--- config.mk ---
export PLATFORM = sky130hd
export DESIGN_NAME = rr_bank_scheduler_flat
export DESIGN_NICKNAME = d
export VERILOG_FILES = /design/src/rtl/rr_bank_scheduler_pkg.sv /design/src/rtl/rr_bank_scheduler_if.sv /design/src/rtl/rr_bank_scheduler_arbiter.sv /design/src/rtl/rr_bank_scheduler.sv /design/src/flat_wrapper.sv
export SDC_FILE = /design/constraint.sdc
export NUM_CORES = 1
export LEC_CHECK = 0
export ABC_AREA = 1
export CORE_ASPECT_RATIO = 2
export CORE_MARGIN = 1
export CORE_UTILIZATION = 40
export DETAILED_ROUTE_END_ITERATION = 8
export PLACE_DENSITY = 0.71
export SYNTH_ARGS = -nofsm -noshare
export SYNTH_HDL_FRONTEND = slang
export SYNTH_HIERARCHICAL = 1
export SYNTH_SLANG_ARGS = --single-unit
--- constraint.sdc ---
create_clock -name clk -period 3.45 [get_ports clk]
set_input_delay 0.69 -clock clk [delete_from_list [all_inputs] [get_ports clk]]
set_output_delay 0.69 -clock clk [all_outputs]
set_load 0.02 [all_outputs]
--- src/rtl/rr_bank_scheduler_pkg.sv ---
// Shared constants and width helpers for the round-robin bank scheduler.
// Word layout everywhere is {valid, we, addr, value} with value in the LSBs.
package rr_sched_pkg;

  localparam int RR_MODE    = 0;
  localparam int FIXED_MODE = 1;
  localparam int VALUE_LSB  = 0;

  function automatic int bank_bits(input int nbanks);
    return $clog2(nbanks);
  endfunction

  function automatic int local_addr_width(input int aw, input int nbanks);
    return aw - $clog2(nbanks);
  endfunction

  function automatic int req_width(input int aw, input int vw);
    return aw + vw + 2;
  endfunction

  function automatic int out_width(input int aw, input int vw, input int nbanks);
    return local_addr_width(aw, nbanks) + vw + 2;
  endfunction

  // Field positions for a word whose address field is aw bits wide.
  function automatic int valid_bit(input int aw, input int vw);
    return aw + vw + 1;
  endfunction

  function automatic int we_bit(input int aw, input int vw);
    return aw + vw;
  endfunction

  function automatic int addr_lsb(input int vw);
    return vw;
  endfunction

  function automatic int idx_width(input int g);
    return (g > 1) ? $clog2(g) : 1;
  endfunction

endpackage

--- src/rtl/rr_bank_scheduler_if.sv ---
// Consumer-side request/grant bus and kernel-side output bus of the scheduler.
// master = consumers and banks, slave = the scheduler itself.
interface rr_bank_scheduler_if #(
  parameter int ADDR_WIDTH  = 4,
  parameter int VALUE_WIDTH = 8,
  parameter int NCONSUMERS  = 8,
  parameter int NBANKS      = 4,
  parameter int NPORTS      = 2
);
  import rr_sched_pkg::*;

  localparam int REQ_WIDTH = req_width(ADDR_WIDTH, VALUE_WIDTH);
  localparam int OUT_WIDTH = out_width(ADDR_WIDTH, VALUE_WIDTH, NBANKS);
  localparam int NKERNELS  = NBANKS * NPORTS;

  logic [NCONSUMERS-1:0][REQ_WIDTH-1:0] requests;
  logic [NCONSUMERS-1:0]                grant;
  logic [NKERNELS-1:0]                  bank_ready;
  logic [NKERNELS-1:0][OUT_WIDTH-1:0]   out;

  modport master (output requests, output bank_ready, input grant, input out);
  modport slave  (input requests, input bank_ready, output grant, output out);

endinterface

--- src/rtl/rr_bank_scheduler_arbiter.sv ---
// Single-kernel arbiter: picks one eligible local index, round-robin after pivot
// or lowest-index-first; purely combinational, no grant when enable is low.
module rr_arbiter
  import rr_sched_pkg::*;
#(
  parameter  int G    = 4,
  parameter  int MODE = RR_MODE,
  localparam int IW   = idx_width(G)
) (
  input  logic [G-1:0]  eligible,
  input  logic [IW-1:0] pivot,
  input  logic          enable,
  output logic [G-1:0]  grant,
  output logic [IW-1:0] index
);

  logic          found;
  logic [IW-1:0] cand;

  always_comb begin
    grant = '0;
    index = '0;
    found = 1'b0;
    cand  = '0;
    for (int i = 0; i < G; i++) begin
      if (MODE == FIXED_MODE) begin
        cand = IW'(i);
      end else begin
        cand = IW'((int'(pivot) + 1 + i) % G);
      end
      if (enable && !found && eligible[cand]) begin
        found       = 1'b1;
        grant[cand] = 1'b1;
        index       = cand;
      end
    end
  end

endmodule

--- src/rtl/rr_bank_scheduler.sv ---
// Routes NCONSUMERS requests onto NBANKS x NPORTS kernels, one grant per kernel per cycle.
// Output registered one cycle after grant; a kernel stalls (holds out, grants nothing) while its valid out sees bank_ready low.
module rr_bank_scheduler
  import rr_sched_pkg::*;
#(
  parameter int ADDR_WIDTH  = 4,
  parameter int VALUE_WIDTH = 8,
  parameter int NCONSUMERS  = 8,
  parameter int NBANKS      = 4,
  parameter int NPORTS      = 2,
  parameter int MODE        = RR_MODE
) (
  input logic                clk,
  input logic                reset,
  rr_bank_scheduler_if.slave bus
);

  localparam int BANK_BITS        = bank_bits(NBANKS);
  localparam int LOCAL_ADDR_WIDTH = local_addr_width(ADDR_WIDTH, NBANKS);
  localparam int OUT_WIDTH        = out_width(ADDR_WIDTH, VALUE_WIDTH, NBANKS);
  localparam int NKERNELS         = NBANKS * NPORTS;
  localparam int G                = NCONSUMERS / NPORTS;
  localparam int IW               = idx_width(G);
  localparam int CW               = $clog2(NCONSUMERS);

  localparam int RV = valid_bit(ADDR_WIDTH, VALUE_WIDTH);
  localparam int RW = we_bit(ADDR_WIDTH, VALUE_WIDTH);
  localparam int RA = addr_lsb(VALUE_WIDTH);
  localparam int OV = valid_bit(LOCAL_ADDR_WIDTH, VALUE_WIDTH);

  logic [NKERNELS-1:0][OUT_WIDTH-1:0] out_q;
  logic [NKERNELS-1:0][OUT_WIDTH-1:0] next_dat;
  logic [NKERNELS-1:0][IW-1:0]        pivot_q;
  logic [NKERNELS-1:0][IW-1:0]        kidx;
  logic [NKERNELS-1:0][G-1:0]         kgnt;
  logic [NKERNELS-1:0]                slot_rdy;
  logic [NKERNELS-1:0]                kany;
  logic [NCONSUMERS-1:0]              grant_vld;

  for (genvar k = 0; k < NKERNELS; k++) begin : g_kern
    localparam int                   P = k % NPORTS;
    localparam logic [BANK_BITS-1:0] B = BANK_BITS'(k / NPORTS);

    logic [G-1:0]    elig;
    logic [CW-1:0]   sel_c;

    // Local index l on this port is consumer l*NPORTS+P.
    always_comb begin
      elig = '0;
      for (int l = 0; l < G; l++) begin
        elig[l] = bus.requests[l*NPORTS+P][RV] &&
                  (bus.requests[l*NPORTS+P][RA +: BANK_BITS] == B);
      end
    end

    assign slot_rdy[k] = !out_q[k][OV] || bus.bank_ready[k];

    rr_arbiter #(
      .G    (G),
      .MODE (MODE)
    ) u_arb (
      .eligible (elig),
      .pivot    (pivot_q[k]),
      .enable   (slot_rdy[k] && reset),
      .grant    (kgnt[k]),
      .index    (kidx[k])
    );

    assign kany[k]     = |kgnt[k];
    assign sel_c       = CW'(int'(kidx[k]) * NPORTS + P);
    assign next_dat[k] = {1'b1,
                          bus.requests[sel_c][RW],
                          bus.requests[sel_c][RA+ADDR_WIDTH-1 : RA+BANK_BITS],
                          bus.requests[sel_c][VALUE_LSB +: VALUE_WIDTH]};
  end

  always_comb begin
    grant_vld = '0;
    for (int k = 0; k < NKERNELS; k++) begin
      for (int l = 0; l < G; l++) begin
        if (kgnt[k][l]) begin
          grant_vld[l*NPORTS + k%NPORTS] = 1'b1;
        end
      end
    end
  end

  assign bus.grant = reset ? grant_vld : '0;
  assign bus.out   = out_q;

  // Pivot resets to G-1 so the first round-robin scan starts at local index 0.
  always_ff @(posedge clk) begin
    if (!reset) begin
      out_q <= '0;
      for (int k = 0; k < NKERNELS; k++) begin
        pivot_q[k] <= IW'(G - 1);
      end
    end else begin
      for (int k = 0; k < NKERNELS; k++) begin
        if (kany[k]) begin
          out_q[k] <= next_dat[k];
          if (MODE == RR_MODE) begin
            pivot_q[k] <= kidx[k];
          end
        end else if (bus.bank_ready[k]) begin
          out_q[k] <= '0;
        end
      end
    end
  end

endmodule

--- src/flat_wrapper.sv ---
// flat-port wrapper written by rule: the top's interface ports become plain ports
module rr_bank_scheduler_flat import rr_sched_pkg::*;
#(
  parameter int ADDR_WIDTH  = 4,
  parameter int VALUE_WIDTH = 8,
  parameter int NCONSUMERS  = 8,
  parameter int NBANKS      = 4,
  parameter int NPORTS      = 2,
  parameter int MODE        = RR_MODE
)
  (clk, reset, bus_requests, bus_bank_ready, bus_grant, bus_out);
  rr_bank_scheduler_if #(.ADDR_WIDTH(ADDR_WIDTH), .VALUE_WIDTH(VALUE_WIDTH), .NCONSUMERS(NCONSUMERS), .NBANKS(NBANKS), .NPORTS(NPORTS)) bus_i ();
  input logic clk;
  input logic reset;
  input wire logic [$bits(bus_i.requests)-1:0] bus_requests;
  input wire logic [$bits(bus_i.bank_ready)-1:0] bus_bank_ready;
  output wire logic [$bits(bus_i.grant)-1:0] bus_grant;
  output wire logic [$bits(bus_i.out)-1:0] bus_out;
  assign bus_i.requests = bus_requests;
  assign bus_i.bank_ready = bus_bank_ready;
  assign bus_grant = bus_i.grant;
  assign bus_out = bus_i.out;
  rr_bank_scheduler #(.ADDR_WIDTH(ADDR_WIDTH), .VALUE_WIDTH(VALUE_WIDTH), .NCONSUMERS(NCONSUMERS), .NBANKS(NBANKS), .NPORTS(NPORTS), .MODE(MODE)) u_core (.clk(clk), .reset(reset), .bus(bus_i));
endmodule
==> flow_metrics.py, run 1 <==
metrics = {
    "finish": {
        "diodes": 0,
        "area.growth.synth_to_final_pct": 42.65,
        "nets": 2620,
        "post_layout_nonfiller_instances": 2807,
        "final.fill_count": 2812,
        "sequential_cell_area_sq_mm": 0.002243,
        "postLayoutCellArea_sq_mm": 0.01689,
        "drive_gt1_frac": 0.2141,
        "multi_input_comb_area_sq_mm": 0.008666,
    },
    "worst_setup_path": {
        "critical_path_class": "input port to output port",
        "worst_setup_path_start_kind": "input port",
        "critical_path.max_fanout": 8,
        "crit_required_ns": 2.76,
        "timing.critical_path.arrival_ns": 2.71,
        "critPathCaptureType": "output port",
    },
    "global_route": {
        "grt.overflow.total": 0,
        "grt_antenna_before_repair": 0,
        "grt_max_degree": 44,
        "number_of_global_route_vias_before_repair": 14545,
        "gr-usage-all-layers": 0.3186,
        "wire_length_of_the_first_global_routing_pass_mm": 74.82,
    },
    "synthesis": {
        "ys_top_cells_by_area": "sky130_fd_sc_hd__nand2_1, sky130_fd_sc_hd__dfxtp_1, sky130_fd_sc_hd__nand3_1, sky130_fd_sc_hd__inv_1, sky130_fd_sc_hd__ha_1",
        "ys.flop_type": "sky130_fd_sc_hd__dfxtp_1",
        "synth_seq_area_share": 0.1894,
        "yosysWarningCount": 6,
        "syn-instance-count": 2070,
        "syn-cell-area_sq_mm": 0.01184,
        "synth_nets": 2248,
        "synth_largest_area_cell": "sky130_fd_sc_hd__nand2_1",
        "synth_top_area_frac": 0.2403,
        "synth_edf_count": 0,
        "avgSynthCellArea_sq_um": 5.719,
        "synth_commonest_cells": "sky130_fd_sc_hd__nand2_1, sky130_fd_sc_hd__nand3_1, sky130_fd_sc_hd__inv_1, sky130_fd_sc_hd__dfxtp_1, sky130_fd_sc_hd__a21oi_1",
        "synth_cell_type_count": 28,
        "synth_most_common_cell": "sky130_fd_sc_hd__nand2_1",
        "ys_seq_elements": 112,
        "async_reset_ff_frac": 0,
    },
    "floorplanning": {
        "initial_utilization": 0.4088,
        "die_height_microns": 245.3,
        "design.portCount": 226,
        "core_sq_mm": 0.02896,
        "width_of_the_chip_microns": 123.7,
        "floorplan.die_area_sq_mm": 0.03033,
        "placementRows": 88,
    },
    "sta": {
        "min_period_ns": 3.395,
        "hold_viol": 0,
        "relSlewSlack": 0.6159,
        "timing.fmax_mhz": 294.5,
        "timing.final.crit_share": 0.9842,
        "final.setup_skew_ns": 0.009303,
        "slew_at_the_pin_closest_to_its_max_slew_limit_ns": 0.5761,
        "setup_viol_count_final": 0,
        "maxSlewViolCount": 0,
    },
    "drt": {
        "postRouteAntennaNets": 0,
        "vias": 15315,
        "first_pass_iters": 6,
        "drtIter0Drc": 1313,
        "final_routed_drc_violation_total": 0,
        "route.detailed.wl_per_inst_microns": 17.75,
        "post_drt_via_cell_ratio": 5.456,
        "routed_wl_mm": 49.82,
    },
    "cts": {
        "clock_latency_ns": 0.38,
        "tritoncts_clock_tree": "built",
        "h-tree-depth": 3,
        "numCtsBuffers": 9,
        "clock_sink_count": 112,
        "cts_root_buffer": "sky130_fd_sc_hd__clkbuf_16",
        "clock_path_buffers": 2,
        "cts.clk_slew.worst_paths_ns": 0.08,
    },
    "power_and_ir_drop": {
        "clock_power_share": 0.064,
        "p_per_area_mw_per_mm2": 1039,
        "cellLeakagePower_nw": 8.674,
        "seqPwrFrac": 0.135,
        "total_switching_power_mw": 9.607,
        "vdd_drop_max_v": 0.0006871,
        "share_comb_of_total_power": 0.801,
        "power.switching_fraction": 0.5476,
        "power_report.internal_total_mw": 7.937,
    },
    "placement": {
        "detailed_placement_hpwl_mm": 38.51,
        "quantity_of_i_o_buffers_inserted_on_ports": 225,
        "placed_cells_incl_taps": 2780,
        "replace_congestion": 1.023,
        "detailed_place.area_sq_mm": 0.01573,
    },
    "worst_hold_path": {
        "hold_class": "register to register",
    },
    "outcome": {
        "status": "complete, no violations",
    },
    "run": {
        "maxCapViolations": 0,
    },
}
[timing repair]
item / CTS / global route
hold buffers: 0 / 0
gates cloned: 0 / 2
setup buffers: 2 / 7
hold endpoints to repair: 0 / 0
setup endpoints to repair: 8 / 8
resized for setup: 102 / 133
pin swaps: 22 / 59
[through the flow]
step | utilization | power [mW] | TNS [ns] | hold WS (ns) | setup WS, ns
4_1_cts | 0.5636 | 16.97 | -0.002077 | 0.4668 | -0.002058
6_report | 0.5832 | 17.54 | 0 | 0.4642 | 0.05460
3_5_place_dp | 0.5432 | 15.60 | -4.440 | 0.4540 | -0.5658
2_1_floorplan | - | 10.46 | 0 | 0.5314 | 0.5065
5_1_grt | 0.5832 | 18.78 | -0.04058 | 0.4826 | -0.02313
3_3_place_gp | 0.5432 | 15.43 | -4.201 | 0.4524 | -0.5844
[cell usage in the layout (no fill, tap or decap), types with 36 or more instances in the layout]
cell type	synthesis	routed
sky130_fd_sc_hd__a21oi_1	69	69
sky130_fd_sc_hd__nor2_1	40	36
sky130_fd_sc_hd__nand2_2	40	47
sky130_fd_sc_hd__buf_4	13	209
sky130_fd_sc_hd__clkdlybuf4s50_1	0	193
sky130_fd_sc_hd__nand3_1	387	348
sky130_fd_sc_hd__nand2_1	758	747
sky130_fd_sc_hd__nand3_2	16	49
sky130_fd_sc_hd__inv_1	215	197
sky130_fd_sc_hd__ha_1	56	56
sky130_fd_sc_hd__inv_2	25	44
sky130_fd_sc_hd__nand4_1	67	67
sky130_fd_sc_hd__dfxtp_1	112	111
[kinds of logic (layout without fill, tap and decap cells)]
family	count (synthesis)	in the layout	synth area share
AND/OR/NAND/NOR	1428	1430	0.5666
buffers and inverters	366	741	0.1386
flip-flops	112	112	0.1894
AO/OA/AOI/OAI	108	108	0.04629
adder cells (fa/ha/maj)	56	56	0.05918
[worst max-delay path, stage by stage]
cell                              delay, ns
sky130_fd_sc_hd__clkdlybuf4s50_1       0.47
sky130_fd_sc_hd__inv_1                 0.07
sky130_fd_sc_hd__nor3_2                0.10
sky130_fd_sc_hd__buf_4                 0.16
sky130_fd_sc_hd__nand2_2               0.06
sky130_fd_sc_hd__nand3_2               0.09
sky130_fd_sc_hd__nand2_4               0.11
sky130_fd_sc_hd__nand4_1               0.11
sky130_fd_sc_hd__nand2_1               0.09
sky130_fd_sc_hd__inv_2                 0.08
sky130_fd_sc_hd__nand3_4               0.10
sky130_fd_sc_hd__nor4_4                0.31
sky130_fd_sc_hd__nor2_1                0.08
sky130_fd_sc_hd__buf_4                 0.16
[path summary, 6_finish.rpt]
path / from / endpoint / slack [ns] / cells past startpoint
max: bus_requests[9] / bus_grant[4] / 0.05 / 14
min: u_core/bus.out[24] / u_core/bus.out[24] / 0.46 / 2
max reg2reg: u_core/pivot_q[10] / u_core/bus.out[67] / 0.52 / 15
min reg2reg: u_core/bus.out[24] / u_core/bus.out[24] / 0.46 / 2
[sequential cells by signal, indices dropped and copies added, names as in the netlist]
signal,count
u_core/bus.out,96
u_core/pivot_q,16
[per-layer routing]
metal  track usage  share of wire  up-vias
met1        0.3022           0.34     7044
met5             0              0        -
met4        0.2140          0.070        0
met3       0.04569          0.057      209
met2        0.6078           0.54      722
li1              -              -     7340
[power by group through the flow]
stage                     clock (mW)  combinational (mW)  sequential [mW]
after detailed placement           0                13.2             2.39
after CTS                       1.14                13.5             2.36
after floorplan                    0                7.42             3.05
after global routing            1.19                15.2             2.43
final                           1.12                14.1             2.36
after global placement             0                13.1             2.37
[area by class of cell]
cell class              count  share of cell area
clock buffers               9             0.01334
clock inverters             7            0.004816
inverters                 272             0.06045
multi-input cells        1594              0.5131
flip-flops and latches    112              0.1328
well taps                 360             0.02667
repair buffers            453              0.2488
Note: power is estimated with default switching activity, not from simulation.
==> inputs of run 2 (changes only) <==
- PLACE_DENSITY: 0.71 -> default
- PLACE_DENSITY_LB_ADDON: default -> 0.12
==> flow_metrics.py, run 2 (same netlist as run 1, synthesis figures left out) <==
metrics = {
    "outcome": {
        "status": "complete, no violations",
    },
    "finish": {
        "number_of_flip_flops_under_the_largest_register_name": 96,
        "nets": 2614,
        "postLayoutCellArea_sq_mm": 0.01676,
        "area.growth.synth_to_final_pct": 41.60,
        "post_layout_nonfiller_instances": 2801,
        "drive_gt1_frac": 0.2065,
        "finalCoreUtilization": 0.5789,
        "layout.cells.most_common": "sky130_fd_sc_hd__nand2_1",
        "diodes": 0,
        "most-common-layout-cells": "sky130_fd_sc_hd__nand2_1, sky130_fd_sc_hd__nand3_1, sky130_fd_sc_hd__buf_4, sky130_fd_sc_hd__inv_1, sky130_fd_sc_hd__clkdlybuf4s50_1",
    },
    "floorplanning": {
        "width_of_the_chip_microns": 123.7,
        "floorplan.die_area_sq_mm": 0.03033,
        "core_sq_mm": 0.02896,
        "die_height_microns": 245.3,
        "design.portCount": 226,
        "initial_utilization": 0.4088,
        "placementRows": 88,
    },
    "cts": {
        "cts.clk_slew.worst_paths_ns": 0.08,
        "clock_sink_count": 112,
        "clock_latency_ns": 0.38,
        "numCtsBuffers": 9,
        "h-tree-depth": 3,
        "tritoncts_clock_tree": "built",
        "cts_root_buffer": "sky130_fd_sc_hd__clkbuf_16",
        "clock_path_buffers": 2,
    },
    "global_route": {
        "grt_max_degree": 70,
        "gr-usage-all-layers": 0.3065,
        "layer_with_the_highest_usage_after_global_routing": "met2",
        "grt.overflow.total": 0,
        "grt_antenna_before_repair": 1,
        "wire_length_of_the_first_global_routing_pass_mm": 71.87,
        "gr-usage-met2": 0.5938,
        "globalRouteMet1Util": 0.2877,
        "grt_use_met3": 0.03687,
        "number_of_global_route_vias_before_repair": 14111,
    },
    "sta": {
        "min_period_ns": 3.341,
        "relSlewSlack": 0.4687,
        "setup_total_negative_slack_ns": 0,
        "slew_at_the_pin_closest_to_its_max_slew_limit_ns": 0.7970,
        "timing.fmax_mhz": 299.3,
        "final.setup_skew_ns": 0.007873,
        "maxSlewViolCount": 0,
        "setup_viol_count_final": 0,
        "timing.hold.ws_ns": 0.4639,
        "hold_viol": 0,
        "setup_slack_ns": 0.1088,
        "timing.final.crit_share": 0.9685,
    },
    "drt": {
        "vias": 14753,
        "routed_wl_mm": 47.25,
        "final_routed_drc_violation_total": 0,
        "drtIter0Drc": 891,
        "post_drt_via_cell_ratio": 5.267,
        "route.detailed.wl_per_inst_microns": 16.87,
        "first_pass_iters": 7,
        "postRouteAntennaNets": 0,
    },
    "worst_hold_path": {
        "hold_class": "register to register",
    },
    "worst_setup_path": {
        "worst_setup_path_start_kind": "input port",
        "worst_path_max_delay_cell": "sky130_fd_sc_hd__clkdlybuf4s50_1",
        "critical_path.max_fanout": 5,
        "path_cells": "clkdlybuf4s50_1, inv_2, nor3_2, nand2_1, nand3_2, buf_4, nand2_1, inv_2, nand4_1, nand2_1, inv_2, nand3_4, nor4_4, nor2_1, buf_4",
        "crit_required_ns": 2.76,
        "timing.critical_path.arrival_ns": 2.65,
        "critical_path_class": "input port to output port",
        "critPathMaxStageDelay_ns": 0.42,
        "critPathCaptureType": "output port",
    },
    "power_and_ir_drop": {
        "cellLeakagePower_nw": 8.635,
        "vdd_drop_max_v": 0.0005945,
        "final_total_power_mw": 17.36,
        "p_per_area_mw_per_mm2": 1036,
    },
    "placement": {
        "dp_worst_setup_slack_ns": -0.5494,
        "placed_cells_incl_taps": 2778,
        "detailed_placement_hpwl_mm": 37.43,
        "quantity_of_i_o_buffers_inserted_on_ports": 225,
        "replace_congestion": 0.9476,
        "detailed_place.area_sq_mm": 0.01575,
    },
    "run": {
        "maxCapViolations": 0,
    },
}
run 2: critical path: cells and delay by family:
| kind | cells | cell delay [ns] |
|---|---|---|
| buf+inv | 6 | 0.97 |
| simple gates | 9 | 0.99 |
run 2: final cells by class:
cell class | count | area, sq um
clock buffer | 9 | 225.2
clock inverter | 7 | 100.1
fill | 2909 | 12190
inverter | 272 | 1023
multi-input combinational | 1592 | 8569
sequential | 112 | 2242
tap | 360 | 450.4
timing repair buffer | 449 | 4153
run 2: path summary, 6_finish.rpt:
| check | startpoint | endpoint | slack (ns) | cells after the start |
|---|---|---|---|---|
| min reg2reg | u_core/bus.out[91] | u_core/bus.out[91] | 0.46 | 2 |
| max | bus_requests[13] | bus_grant[2] | 0.11 | 15 |
| min | u_core/bus.out[91] | u_core/bus.out[91] | 0.46 | 2 |
| max reg2reg | u_core/pivot_q[10] | u_core/bus.out[61] | 0.49 | 20 |
run 2: per-layer routing:
metal  up-vias  routed length (microns)
met1      6767                    15910
li1       7332                        -
met2       504                    25980
met5         -                        0
met3       150                     2238
met4         0                     3118
run 2: power by group:
part	switching (mW)	leakage, nW	internal (mW)
Sequential	0.415	0.918	1.94
Clock	0.595	0.158	0.590
Combinational	8.35	7.56	5.47
Total	9.36	8.64	8.00
run 2: timing repair:
item	CTS	global route
resized for setup	91	110
setup endpoints to repair	8	8
hold buffers	0	0
pin swaps	15	46
buffers inserted	0	9
